===== src/rtl/program_loader_if.sv =====
// Byte stream from the UART receiver into the loader: plain valid/ready handshake.
interface program_loader_if;
  logic [7:0] rx_data;
  logic       rx_valid;
  logic       rx_ready;

  modport master (output rx_data, output rx_valid, input rx_ready);
  modport slave  (input rx_data, input rx_valid, output rx_ready);
endinterface


===== src/rtl/program_loader.sv =====
// Boot loader: parses LEN_L/LEN_H/data/CHK frames into instruction memory, then releases the core.
// Write pulse one cycle after a word's 4th byte; rx_ready held high while loading, so no stalls.
module program_loader #(
  parameter int ADDR_W = 8
) (
  input  logic              clk,
  input  logic              reset,
  program_loader_if.slave   rx,
  input  logic              reload,
  output logic              imem_we,
  output logic [ADDR_W-1:0] imem_addr,
  output logic [31:0]       imem_wdata,
  output logic              cpu_reset,
  output logic              load_done,
  output logic              load_error,
  output logic [ADDR_W:0]   words_loaded
);

  localparam int unsigned CAPACITY = 2**ADDR_W;

  typedef enum logic [2:0] {
    stLen0,
    stLen1,
    stData,
    stChk,
    stRun,
    stError
  } state_t;

  state_t          state;
  logic [7:0]      lenLo;
  logic [ADDR_W:0] wordsTotal;
  logic [1:0]      byteCnt;
  logic [23:0]     asmReg;
  logic [7:0]      xorAcc;
  logic            xfer;
  logic [15:0]     lenWord;

  always_comb begin
    xfer    = rx.rx_valid && rx.rx_ready;
    lenWord = {rx.rx_data, lenLo};
  end

  always_ff @(posedge clk or posedge reset) begin
    if (reset) begin
      state        <= stLen0;
      rx.rx_ready  <= 1'b1;
      imem_we      <= 1'b0;
      imem_addr    <= '0;
      imem_wdata   <= '0;
      cpu_reset    <= 1'b1;
      load_done    <= 1'b0;
      load_error   <= 1'b0;
      words_loaded <= '0;
      lenLo        <= '0;
      wordsTotal   <= '0;
      byteCnt      <= '0;
      asmReg       <= '0;
      xorAcc       <= '0;
    end else begin
      imem_we <= 1'b0;
      case (state)
        stLen0: begin
          if (xfer) begin
            lenLo <= rx.rx_data;
            state <= stLen1;
          end
        end

        stLen1: begin
          if (xfer) begin
            if (lenWord == 16'd0) begin
              state <= stChk;
            end else if (32'(lenWord) > CAPACITY) begin
              state       <= stError;
              rx.rx_ready <= 1'b0;
              load_error  <= 1'b1;
            end else begin
              wordsTotal <= lenWord[ADDR_W:0];
              byteCnt    <= '0;
              state      <= stData;
            end
          end
        end

        // Bytes shift in from the top so the first byte lands in bits [7:0].
        stData: begin
          if (xfer) begin
            xorAcc  <= xorAcc ^ rx.rx_data;
            byteCnt <= byteCnt + 2'd1;
            if (byteCnt == 2'd3) begin
              imem_we      <= 1'b1;
              imem_addr    <= words_loaded[ADDR_W-1:0];
              imem_wdata   <= {rx.rx_data, asmReg};
              words_loaded <= words_loaded + 1'b1;
              if (words_loaded + 1'b1 == wordsTotal) begin
                state <= stChk;
              end
            end else begin
              asmReg <= {rx.rx_data, asmReg[23:8]};
            end
          end
        end

        stChk: begin
          if (xfer) begin
            rx.rx_ready <= 1'b0;
            if (rx.rx_data == xorAcc) begin
              state     <= stRun;
              cpu_reset <= 1'b0;
              load_done <= 1'b1;
            end else begin
              state      <= stError;
              load_error <= 1'b1;
            end
          end
        end

        stRun, stError: begin
          if (reload) begin
            state        <= stLen0;
            rx.rx_ready  <= 1'b1;
            cpu_reset    <= 1'b1;
            load_done    <= 1'b0;
            load_error   <= 1'b0;
            words_loaded <= '0;
            xorAcc       <= '0;
            byteCnt      <= '0;
          end
        end

        default: begin
          state <= stLen0;
        end
      endcase
    end
  end

endmodule

===== src/flat_wrapper.sv =====
// flat-port wrapper written by rule: the top's interface ports become plain ports
module program_loader_flat 
#(
  parameter int ADDR_W = 8
)
  (clk, reset, reload, imem_we, imem_addr, imem_wdata, cpu_reset, load_done, load_error, words_loaded, rx_rx_data, rx_rx_valid, rx_rx_ready);
  program_loader_if rx_i ();
  input  logic clk;
  input  logic reset;
  input  logic reload;
  output logic imem_we;
  output logic [ADDR_W-1:0] imem_addr;
  output logic [31:0] imem_wdata;
  output logic cpu_reset;
  output logic load_done;
  output logic load_error;
  output logic [ADDR_W:0] words_loaded;
  input wire logic [$bits(rx_i.rx_data)-1:0] rx_rx_data;
  input wire logic [$bits(rx_i.rx_valid)-1:0] rx_rx_valid;
  output wire logic [$bits(rx_i.rx_ready)-1:0] rx_rx_ready;
  assign rx_i.rx_data = rx_rx_data;
  assign rx_i.rx_valid = rx_rx_valid;
  assign rx_rx_ready = rx_i.rx_ready;
  program_loader #(.ADDR_W(ADDR_W)) u_core (.clk(clk), .reset(reset), .rx(rx_i), .reload(reload), .imem_we(imem_we), .imem_addr(imem_addr), .imem_wdata(imem_wdata), .cpu_reset(cpu_reset), .load_done(load_done), .load_error(load_error), .words_loaded(words_loaded));
endmodule

===== config.mk =====
export PLATFORM = sky130hd
export DESIGN_NAME = program_loader_flat
export DESIGN_NICKNAME = d
export VERILOG_FILES = /design/src/rtl/program_loader_if.sv /design/src/rtl/program_loader.sv /design/src/flat_wrapper.sv
export SDC_FILE = /design/constraint.sdc
export NUM_CORES = 1
export LEC_CHECK = 0
export CAP_MARGIN = 20
export CELL_PAD_IN_SITES_DETAIL_PLACEMENT = 1
export CELL_PAD_IN_SITES_GLOBAL_PLACEMENT = 2
export CORE_MARGIN = 4
export CORE_UTILIZATION = 35
export DETAILED_ROUTE_END_ITERATION = 10
export GPL_TIMING_DRIVEN = 0
export PLACE_DENSITY_LB_ADDON = 0.25
export SLEW_MARGIN = 20
export SYNTH_ARGS = -nofsm -noshare
export SYNTH_HDL_FRONTEND = slang
export SYNTH_SLANG_ARGS = --single-unit

===== constraint.sdc =====
create_clock -name clk -period 4.3 [get_ports clk]
set_input_delay 0.86 -clock clk [delete_from_list [all_inputs] [get_ports clk]]
set_output_delay 0.86 -clock clk [all_outputs]
set_load 0.02 [all_outputs]

==> run summary <==
Outcome: completed
Clk buf depth: 2
TritonCTS clock tree: yes
Slew at the pin closest to its max-slew limit: 0.665 ns
Die W: 124 um
TritonRoute pass-1 iters: 4
Die area: 15300 um^2
Initial core utilization: 36.3%
Post-CTS sizing: 0
Worst Skew: 0.00526 ns
Worst skew pair latency: 0.35 ns
Area leader, netlist: dfrtp_1
Ys Warns: 0
Critical Path Source Type: input pin
WHS: 0.472 ns
Routed Wire Length: 11400 um
Min cycle time layout: 2.85 ns
Arrival @ worst endpoint: 3.09 ns
Synth Instances: 451
Antenna violation net count after detailed routing: 0
Placed wire-length estimate: 8110 um
Largest net degree at the start of global routing: 60
DR vias: 3453
CORE AREA: 12900 um^2
Grt total ovfl: 0
Worst min path class: flip-flop to flip-flop
Worst reg2reg startpoint: u_core.state[2]$_DFFE_PP0P_
# placed instances: 688
IO Pins: 66
RSZ-0062 raised after global routing: no
WL/cell: 16.2 um
Layout fillers: 1424
Fin Setup TNS: 0 ns
Buffers and inverters on the worst path: 2
First DRT Iteration DRCs: 153
I/O Buffers: 64
Depth of the CTS H-tree: 3
Crit path capture type: flip-flop
Post-synthesis register bit count: 108
Crit path kind: input pin to flip-flop
Critical-path top delay cell: clkdlybuf4s50_1
Chip Height: 124 um
Worst vdd ir: 242 uV
Final Hold Vio Count: 0
Initial antenna violation count: 0
Syn avg cell area: 10.4 um^2
Max_cap viols: 0
TritonCTS buffer count: 9
CTS sink cnt: 108
Via density: 4.90
GPL Wtd Cong: 0.780
Final net count: 541
P_leak: 2.87 nW
Clock transition at path regs: 0.07 ns
Pwr dens: 325 nW/um^2
FF/Latch Area: 2710 um^2
Placed Area: 5570 um^2
Dpl ws: 1.08 ns
CP max FO: 9
Final Worst Setup Slack: 1.45 ns
GRT Resource Usage Total: 16.0%
Postcts setup bufs: 0
Post-Syn Area: 4680 um^2
Setup-failing EPs final: 0
Area delta synth->final: 25.3%
# rows: 41
Multi-input logic area: 1870 um^2
Fin cells: 704
Area contributors post-synth: dfrtp_1 (57%), nand2_1 (12%), mux2_2 (8.2%)
ANT cells: 0
Cell family with most CP delay: simple AND/OR/NAND/NOR gates
Number of global-route vias before repair: 3589
DRC errors left: 0
Hold Startpoint: u_core.asmReg[3]$_DFFE_PP0P_
Crit path required time: 4.53 ns
Fin. max-slew vios: 0
Hold buffer count at cts: 0
Post-Syn Nets: 465
First-pass GRT wire length: 18900 um
Unique cell type count in the Yosys netlist: 40
Finished Cell Area: 5860 um^2
F_max: 0.350 GHz
Share of cells above drive strength 1: 13.7%
Max-slew headroom: 55.4%
Core Util, Final: 45.5%
Crit path cell chain: clkdlybuf4s50_1 -> nor4_1 -> nand2_1 -> or3_4 -> a211o_1 -> buf_6 -> mux2_4
Period utilisation layout: 66.4%
Max incr delay on CP: 0.59 ns
Seq/Total Area, Yosys: 57.8%
Root buffer cell: clkbuf_16
CP startpoint: rx_rx_data[4]
Pwr Total: 1.90 mW
Share of the synthesized area in the top cell type: 56.7%
placed cells by master, fill, tap and decap left out, types with 3 or more instances in the layout:
cell             count
clkbuf_16            9
a21oi_1              4
clkbuf_1            12
nor4_1               5
mux2_4               9
xnor2_1             13
o31ai_1              4
xor2_1               9
clkdlybuf4s50_1     64
nor2_1              22
nand3_1              5
nor3_1               3
o21ai_0             35
buf_2                8
dfrtp_1            106
and3_1               7
mux2_2              34
nand2_1            145
cell families after synthesis:
logic type / count (synthesis) / synth area share, %
AOI/OAI and AO/OA: 52 / 6.23
xor gates and xnor gates: 22 / 4.12
buffers and inverters: 23 / 2.22
DFF: 108 / 57.8
and+or+nand+nor: 200 / 17.8
adders and majority gates: 3 / 0.749
muxes: 43 / 11.1
worst paths after layout:
kind,end,slack (ns),depth (start not counted)
worst max-delay path,u_core.wordsTotal[2]$_DFFE_PP0P_,1.45,7
worst min-delay path,u_core.imem_wdata[3]$_DFFE_PP0P_,0.47,2
worst max register to register,u_core.imem_wdata[15]$_DFFE_PP0P_,1.79,8
worst min register to register,u_core.imem_wdata[3]$_DFFE_PP0P_,0.47,2
max in group asynchronous,u_core.cpu_reset$_DFFE_PP1P_,2.65,3
min in group asynchronous,u_core.asmReg[2]$_DFFE_PP0P_,0.93,2
final cells by class:
class / count / area share (%)
clock inverters: 5 / 1.05
repair buffers: 65 / 11.4
inverters: 4 / 0.342
flip-flops and latches: 108 / 46.1
plain buffers: 19 / 1.52
clock buffers: 11 / 3.97
multi-input cells: 320 / 31.9
well taps: 172 / 3.67
cell usage after synthesis (all sizes together):
| master | n |
|---|---|
| nor3 | 3 |
| and2 | 3 |
| nor4 | 5 |
| a21oi | 4 |
| o31ai | 4 |
| dfstp | 2 |
| a41oi | 1 |
| nor3b | 2 |
| ha | 2 |
| inv | 4 |
| a31oi | 2 |
| xnor2 | 13 |
| a211o | 1 |
| nand3 | 5 |
| buf | 9 |
| nand4 | 1 |
| or2 | 1 |
| a21boi | 1 |
| a22o | 1 |
| o22ai | 1 |
| nor2 | 22 |
| mux2 | 43 |
| nor2b | 2 |
| nand2b | 1 |
| clkbuf | 10 |
| and3 | 7 |
| maj3 | 1 |
| o221ai | 1 |
| nor4b | 1 |
| nand2 | 145 |
| xor2 | 9 |
| dfrtp | 106 |
| or3 | 2 |
| o21ai | 36 |
flip-flops by register name, indices dropped and copies added, names as in the netlist, 2 cells and up:
register             cells
u_core.lenLo             8
u_core.wordsTotal        9
u_core.imem_wdata       32
u_core.words_loaded      9
u_core.asmReg           24
u_core.byteCnt           2
u_core.xorAcc            8
u_core.state             3
u_core.imem_addr         8
layer usage:
metal | GRT usage [%] | vias up | wire, um
met5 | 0 | - | 0
met4 | 6.23 | 0 | 163
met3 | 2.86 | 10 | 361
met2 | 24.3 | 54 | 5180
met1 | 22.7 | 1732 | 5670
li1 | - | 1657 | -
power by group:
part           leakage, nW  internal (mW)  switching [mW]
Clock                0.144          0.456           0.376
Sequential            1.50           1.02         0.00180
Combinational         1.23         0.0172          0.0380
tightest hold or removal path, stage by stage, from the launching register on:
cell     delay, ns
dfrtp_1       0.34
nand2_1       0.05
nand2_1       0.05
Note: power is estimated with default switching activity, not from simulation.
==> edit 1: new RTL, config.mk and constraints unchanged <==
`ADDR_W` is set to 8 in 2 places; all go to 6.
--- a/src/rtl/program_loader.sv
+++ b/src/rtl/program_loader.sv
@@ -3,3 +3,3 @@
 module program_loader #(
-  parameter int ADDR_W = 8
+  parameter int ADDR_W = 6
 ) (
--- a/src/flat_wrapper.sv
+++ b/src/flat_wrapper.sv
@@ -3,3 +3,3 @@
 #(
-  parameter int ADDR_W = 8
+  parameter int ADDR_W = 6
 )
Ports: changed (resized imem_addr and words_loaded); port bits go from 66 to 62. The function was not compared with the original's and may differ.
==> edit 1 against the unedited design <==
  * Die area shrank 5.1%
  * Register-to-register slack improved by 20 ps
  * Core utilization barely moved
  * Final area decreased by 5.2%
  * Cell count is 5.0% lower
  * Sequential cell count shrank 6
  * Synthesized area down 5.5%
  * Worst setup slack improved by 56 ps
  * Via count decreased by 5.4%
  * Wire length fell by 5.2%
  * Largest cell class unchanged
Power is not compared: it rests on default switching activity, and its combinational part moved more than twofold at a synthesized area within 25%.
==> edit 1: results (changes against the unedited design) <==
timing:
  clock_skew_ps: 6.41  # +1.16 ps
  worst_pin_slew_ps: 967  # +303 ps
min_path:
  hold_path_class: "flop to flop"
  worstHoldStart: "u_core.imem_wdata[3]$_DFFE_PP0P_"
  min_path_cells: 2  # unchanged
  whs_endpoint: "u_core.imem_wdata[3]$_DFFE_PP0P_"
clock_tree:
  cts_resized: 0  # unchanged
  path_clk_slew_ps: 60
  h-tree-depth: 3  # unchanged
  cts-root-buf: "clkbuf_16"
  numCtsBuffers: 9  # unchanged
  cts_buffer_depth: 2  # unchanged
  clock_latency_ps: 340
  post_cts_buffers: 0  # unchanged
global_routing:
  grtUsageTotal_pct: 15.9  # -0.061 points
  antenna_found_initial: 0  # unchanged
  grt_pass1_wl_mm: 18.3  # -3.0%
  grt_max_degree: 58  # -3.3%
  first_global_vias: 3471  # -3.3%
yosys:
  synthTopCellsByArea: "dfrtp_1 57%, nand2_1 11%, mux2_2 9.9%, o21ai_0 3.1%, nand2b_1 1.6%"
  seq_area_frac_synth_pct: 57.7  # -0.059 points
  yosys-top-cells-count: "128 x nand2_1, 100 x dfrtp_1, 39 x mux2_2"
  yosys_warnings: 0  # unchanged
  ys.flop_type: "dfrtp_1"
  synthDistinctLibCells: 46  # +15%
  syn_nets: 437  # -6.0%
  synth-async-reset-ratio_pct: 100  # unchanged
status:
  status: "finished, final reports clean"
worst_setup_path:
  r2r_cells: 6  # -2
  r2r-start: "u_core.state[2]$_DFFE_PP0P_"
  reg2reg_to: "u_core.asmReg[14]$_DFFE_PP0P_"
  crit_fanout: 8  # -1
  worstPathArrival_ps: 3020  # -70 ps
  rrSetupSlack_ps: 1810  # +20 ps
final_layout:
  layout-drive-gt1-share_pct: 15.4  # +1.6 points
  antenna_cells: 0  # unchanged
  n_fill_cell: 1402  # -1.5%
  nets: 510  # -5.7%
  largest_registers: "u_core.imem_wdata: 32 flops, u_core.asmReg: 24 flops"
pwr:
  p_leak_nw: 2.65
  p_sw_w: 0.000591
  ir_worst_vdd_uv: 187
placed_design:
  port_buffers: 61  # -4.7%
  gp_congestion: 0.787  # +0.90%
  hpwl_mm: 7.83  # -3.5%
drt:
  first_pass_iters: 4  # unchanged
  wl_per_cell_um: 16.1  # -0.20%
  drt_iter0_drc: 133  # -13%
  vias_per_cell: 4.88  # -0.50%
==> edit 1: cell types whose count changed in the layout (fill, tap and decap cells not counted), sizes merged, moves of 4 or more <==
cell	change
and3	-5
dfrtp	-6
inv	+4
mux2	-4
nand2	-17
nand2b	+10
nor2	-7
o21ai	-8
xnor2	-7
xor2	-5
==> edit 1: worst max path at each step <==
stage | startpoint | endpoint | slack [ps] | depth (start not counted)
floorplan | reset | u_core.asmReg[0]$_DFFE_PP0P_ | 770 | 1
global placement | reset | u_core.load_done$_DFFE_PP0P_ | -850 | 2
detailed placement | rx_rx_valid | u_core.asmReg[0]$_DFFE_PP0P_ | 1110 | 7
CTS | rx_rx_data[1] | u_core.wordsTotal[3]$_DFFE_PP0P_ | 1480 | 5
global route | rx_rx_data[6] | u_core.wordsTotal[5]$_DFFE_PP0P_ | 1270 | 5
finish | rx_rx_data[1] | u_core.wordsTotal[3]$_DFFE_PP0P_ | 1500 | 5
==> edit 1: layout make-up <==
class	instances	area, sq um	area share [%]
sequential	102	2550	46.0
timing repair buffer	62	638	11.5
multi-input combinational	292	1740	31.4
inverter	9	38.8	0.698
tap	168	210	3.78
clock buffer	11	243	4.37
clock inverter	5	35.0	0.631
buffer	20	91.3	1.64
==> edit 1: layer usage <==
metal / wire [um] / up-vias / share of wire [%] / global-route usage [%]
li1: - / 1567 / - / -
met2: 4990 / 49 / 46 / 25.0
met5: 0 / - / 0 / 0
met1: 5340 / 1639 / 50 / 22.4
met4: 148 / 0 / 1.4 / 5.31
met3: 307 / 10 / 2.8 / 2.67
==> edit 1: cell families after synthesis <==
group	after synthesis	share of synthesized area (%)
AO/OA/AOI/OAI	51	7.38
XOR/XNOR	10	1.98
adder cells (fa/ha/maj)	2	0.566
buffers and inverters	29	2.83
flip-flops	102	57.7
multiplexers	41	10.4
AND/OR/NAND/NOR	188	19.1
==> edit 1: critical path: stages <==
cell	delay, ps
clkdlybuf4s50_1	600
nor4_1	340
nand3_1	210
nor4_4	610
mux2_2	410
==> edit 1: power by group through the flow <==
stage	sequential [W]	clock, W	combinational, W
floorplan	0.00109	0	0.000206
global placement	0.00109	0	0.000308
detailed placement	0.00109	0	0.000321
CTS	0.00108	0.000790	0.000325
global route	0.00109	0.000825	0.000355
finish	0.00108	0.000766	0.000318
==> edit 1: metrics by stage <==
step                      util (%)  std cells  hold slack [ps]  area [sq um]  setup WS (ps)
after CTS                     45.5        669              479          5560           1480
after global placement        43.0        652              459          5250           -848
final                         45.5        669              470          5560           1500
after detailed placement      43.2        653              462          5280           1110
after floorplan                  -        423              435          4420            768
after global routing          45.5        669              499          5560           1270
==> edit 2: new RTL, same flow settings <==
Made on the original files. Encoding of `state_t`: now one-hot (6 bits for 6 states).
--- a/src/rtl/program_loader.sv
+++ b/src/rtl/program_loader.sv
@@ -20,9 +20,9 @@
 
-  typedef enum logic [2:0] {
-    stLen0,
-    stLen1,
-    stData,
-    stChk,
-    stRun,
-    stError
+  typedef enum logic [5:0] {
+    stLen0  = 6'b000001,
+    stLen1  = 6'b000010,
+    stData  = 6'b000100,
+    stChk   = 6'b001000,
+    stRun   = 6'b010000,
+    stError = 6'b100000
   } state_t;
Behaviour: no difference found for any inputs over 10 cycles, from zero or initial values and one cycle with reset high; not proved beyond that.
==> edit 2 against the unedited design <==
  * Worst setup slack improved by 250 ps
  * Final area rose by 3.9%
  * Cell count increased by 2.0%
  * Total power grew 1.2%
  * Sequential cell count increased by 3
  * Synthesized area grew 4.9%
  * Count of clock-buffer cells in the layout unchanged
  * Wire length is 4.6% higher
==> edit 2: results (changes against the unedited design) <==
timing:
  clock_skew_ps: 8.53  # +3.27 ps
  slew_headroom_pct: 63.6  # +8.2 points
yosys:
  syn_nets: 472  # +1.5%
  synthDistinctLibCells: 47  # +18%
  yosys-top-cells-count: "143 x nand2_1, 108 x dfrtp_1, 42 x mux2_2"
  synthTopCellsByArea: "dfrtp_1 55%, nand2_1 11%, mux2_2 9.6%, xnor2_1 3.2%, o21ai_0 1.9%"
  seq_area_frac_synth_pct: 56.7  # -1.1 points
  synth-async-reset-ratio_pct: 100  # unchanged
  yosys_warnings: 0  # unchanged
drt:
  vias: 3603  # +4.3%
  routed_wl_mm: 11.9  # +4.6%
  first_pass_iters: 4  # unchanged
  drt_iter0_drc: 178  # +16%
placed_design:
  gp_congestion: 0.765  # -2.0%
  hpwl_mm: 8.61  # +6.2%
  placed_area_sq_um: 5810  # +4.3%
  port_buffers: 64  # unchanged
final_layout:
  largest_registers: "u_core.imem_wdata: 32 flops, u_core.asmReg: 24 flops"
  layout-drive-gt1-share_pct: 16.5  # +2.8 points
  nets: 548  # +1.3%
pwr:
  ir_worst_vdd_uv: 187  # -22%
  p_leak_nw: 2.94  # +2.4%
  p_sw_w: 0.000416  # about the same
worst_setup_path:
  r2r_cells: 7  # -1
  r2r-start: "u_core.words_loaded[0]$_DFFE_PP0P_"
  endpoint: "u_core.wordsTotal[7]$_DFFE_PP0P_"
  rrSetupSlack_ps: 2030  # +240 ps
  worstPathArrival_ps: 2830  # -260 ps
  reg2reg_to: "u_core.state[2]$_DFFE_PP0P_"
status:
  status: "finished, final reports clean"
clock_tree:
  cts-root-buf: "clkbuf_16"
  post_cts_buffers: 0  # unchanged
  cts_resized: 0  # unchanged
  path_clk_slew_ps: 70  # about the same
global_routing:
  grtUsageTotal_pct: 15.7  # -0.22 points
  first_global_vias: 3918  # +9.2%
  grt_pass1_wl_mm: 20.3  # +7.7%
  grt_max_degree: 76  # +27%
min_path:
  min_path_cells: 2  # unchanged
  hold_path_class: "flop to flop"
## edit 2: cell type report
class | count | area, sq um
sequential | 111 | 2780
fill | 1531 | 7730
tap | 180 | 225
clock inverter | 4 | 55.1
multi-input combinational | 321 | 1990
timing repair buffer | 65 | 668
clock buffer | 11 | 233
buffer | 20 | 114
inverter | 6 | 27.5
## edit 2: metal layers
| metal | GRT usage (%) | part of all wire [%] | up-vias |
|---|---|---|---|
| met3 | 3.33 | 4.2 | 14 |
| met1 | 21.9 | 48 | 1821 |
| met2 | 24.5 | 46 | 65 |
| met5 | 0 | 0 | - |
| met4 | 5.36 | 1.7 | 0 |
| li1 | - | - | 1703 |
## edit 2: worst max-delay path, cell delays in order
cell             delay, ps
clkdlybuf4s50_1        590
nor4_1                 350
nand2_1                150
nor2_1                 200
and3_1                 180
buf_4                  170
mux2_2                 340
## edit 2: metrics by stage
step | instances | worst slack [ps]
after global placement | 702 | -1170
after global routing | 718 | 1620
after CTS | 718 | 1690
after floorplan | 458 | 514
after detailed placement | 703 | 1330
final | 718 | 1700
## edit 2: power by group through the flow
stage	Combinational [W]	Sequential [W]	Clock, W
floorplan	0.0000218	0.00106	0
global placement	0.0000473	0.00106	0
detailed placement	0.0000526	0.00106	0
CTS	0.0000526	0.00104	0.000862
global route	0.0000574	0.00104	0.000911
finish	0.0000505	0.00104	0.000834
## edit 2: kinds of logic after synthesis
kind of cell             Yosys count  share of synthesized area [%]
adder cells (fa/ha/maj)            2                          0.510
AND/OR/NAND/NOR                  196                           18.0
flip-flops                       111                           56.7
buffers and inverters             26                           2.78
XOR/XNOR                          25                           4.46
multiplexers                      44                           10.0
AO/OA/AOI/OAI                     54                           7.55
## edit 2: worst min-delay path by stage
stage,from,slack (ps),to
after detailed placement,u_core.imem_wdata[29]$_DFFE_PP0P_,460,u_core.imem_wdata[29]$_DFFE_PP0P_
after CTS,u_core.imem_wdata[22]$_DFFE_PP0P_,480,u_core.imem_wdata[22]$_DFFE_PP0P_
after floorplan,u_core.asmReg[0]$_DFFE_PP0P_,430,u_core.imem_wdata[0]$_DFFE_PP0P_
after global placement,u_core.imem_addr[5]$_DFFE_PP0P_,460,u_core.imem_addr[5]$_DFFE_PP0P_
final,u_core.imem_wdata[2]$_DFFE_PP0P_,470,u_core.imem_wdata[2]$_DFFE_PP0P_
after global routing,u_core.cpu_reset$_DFFE_PP1P_,510,u_core.cpu_reset$_DFFE_PP1P_
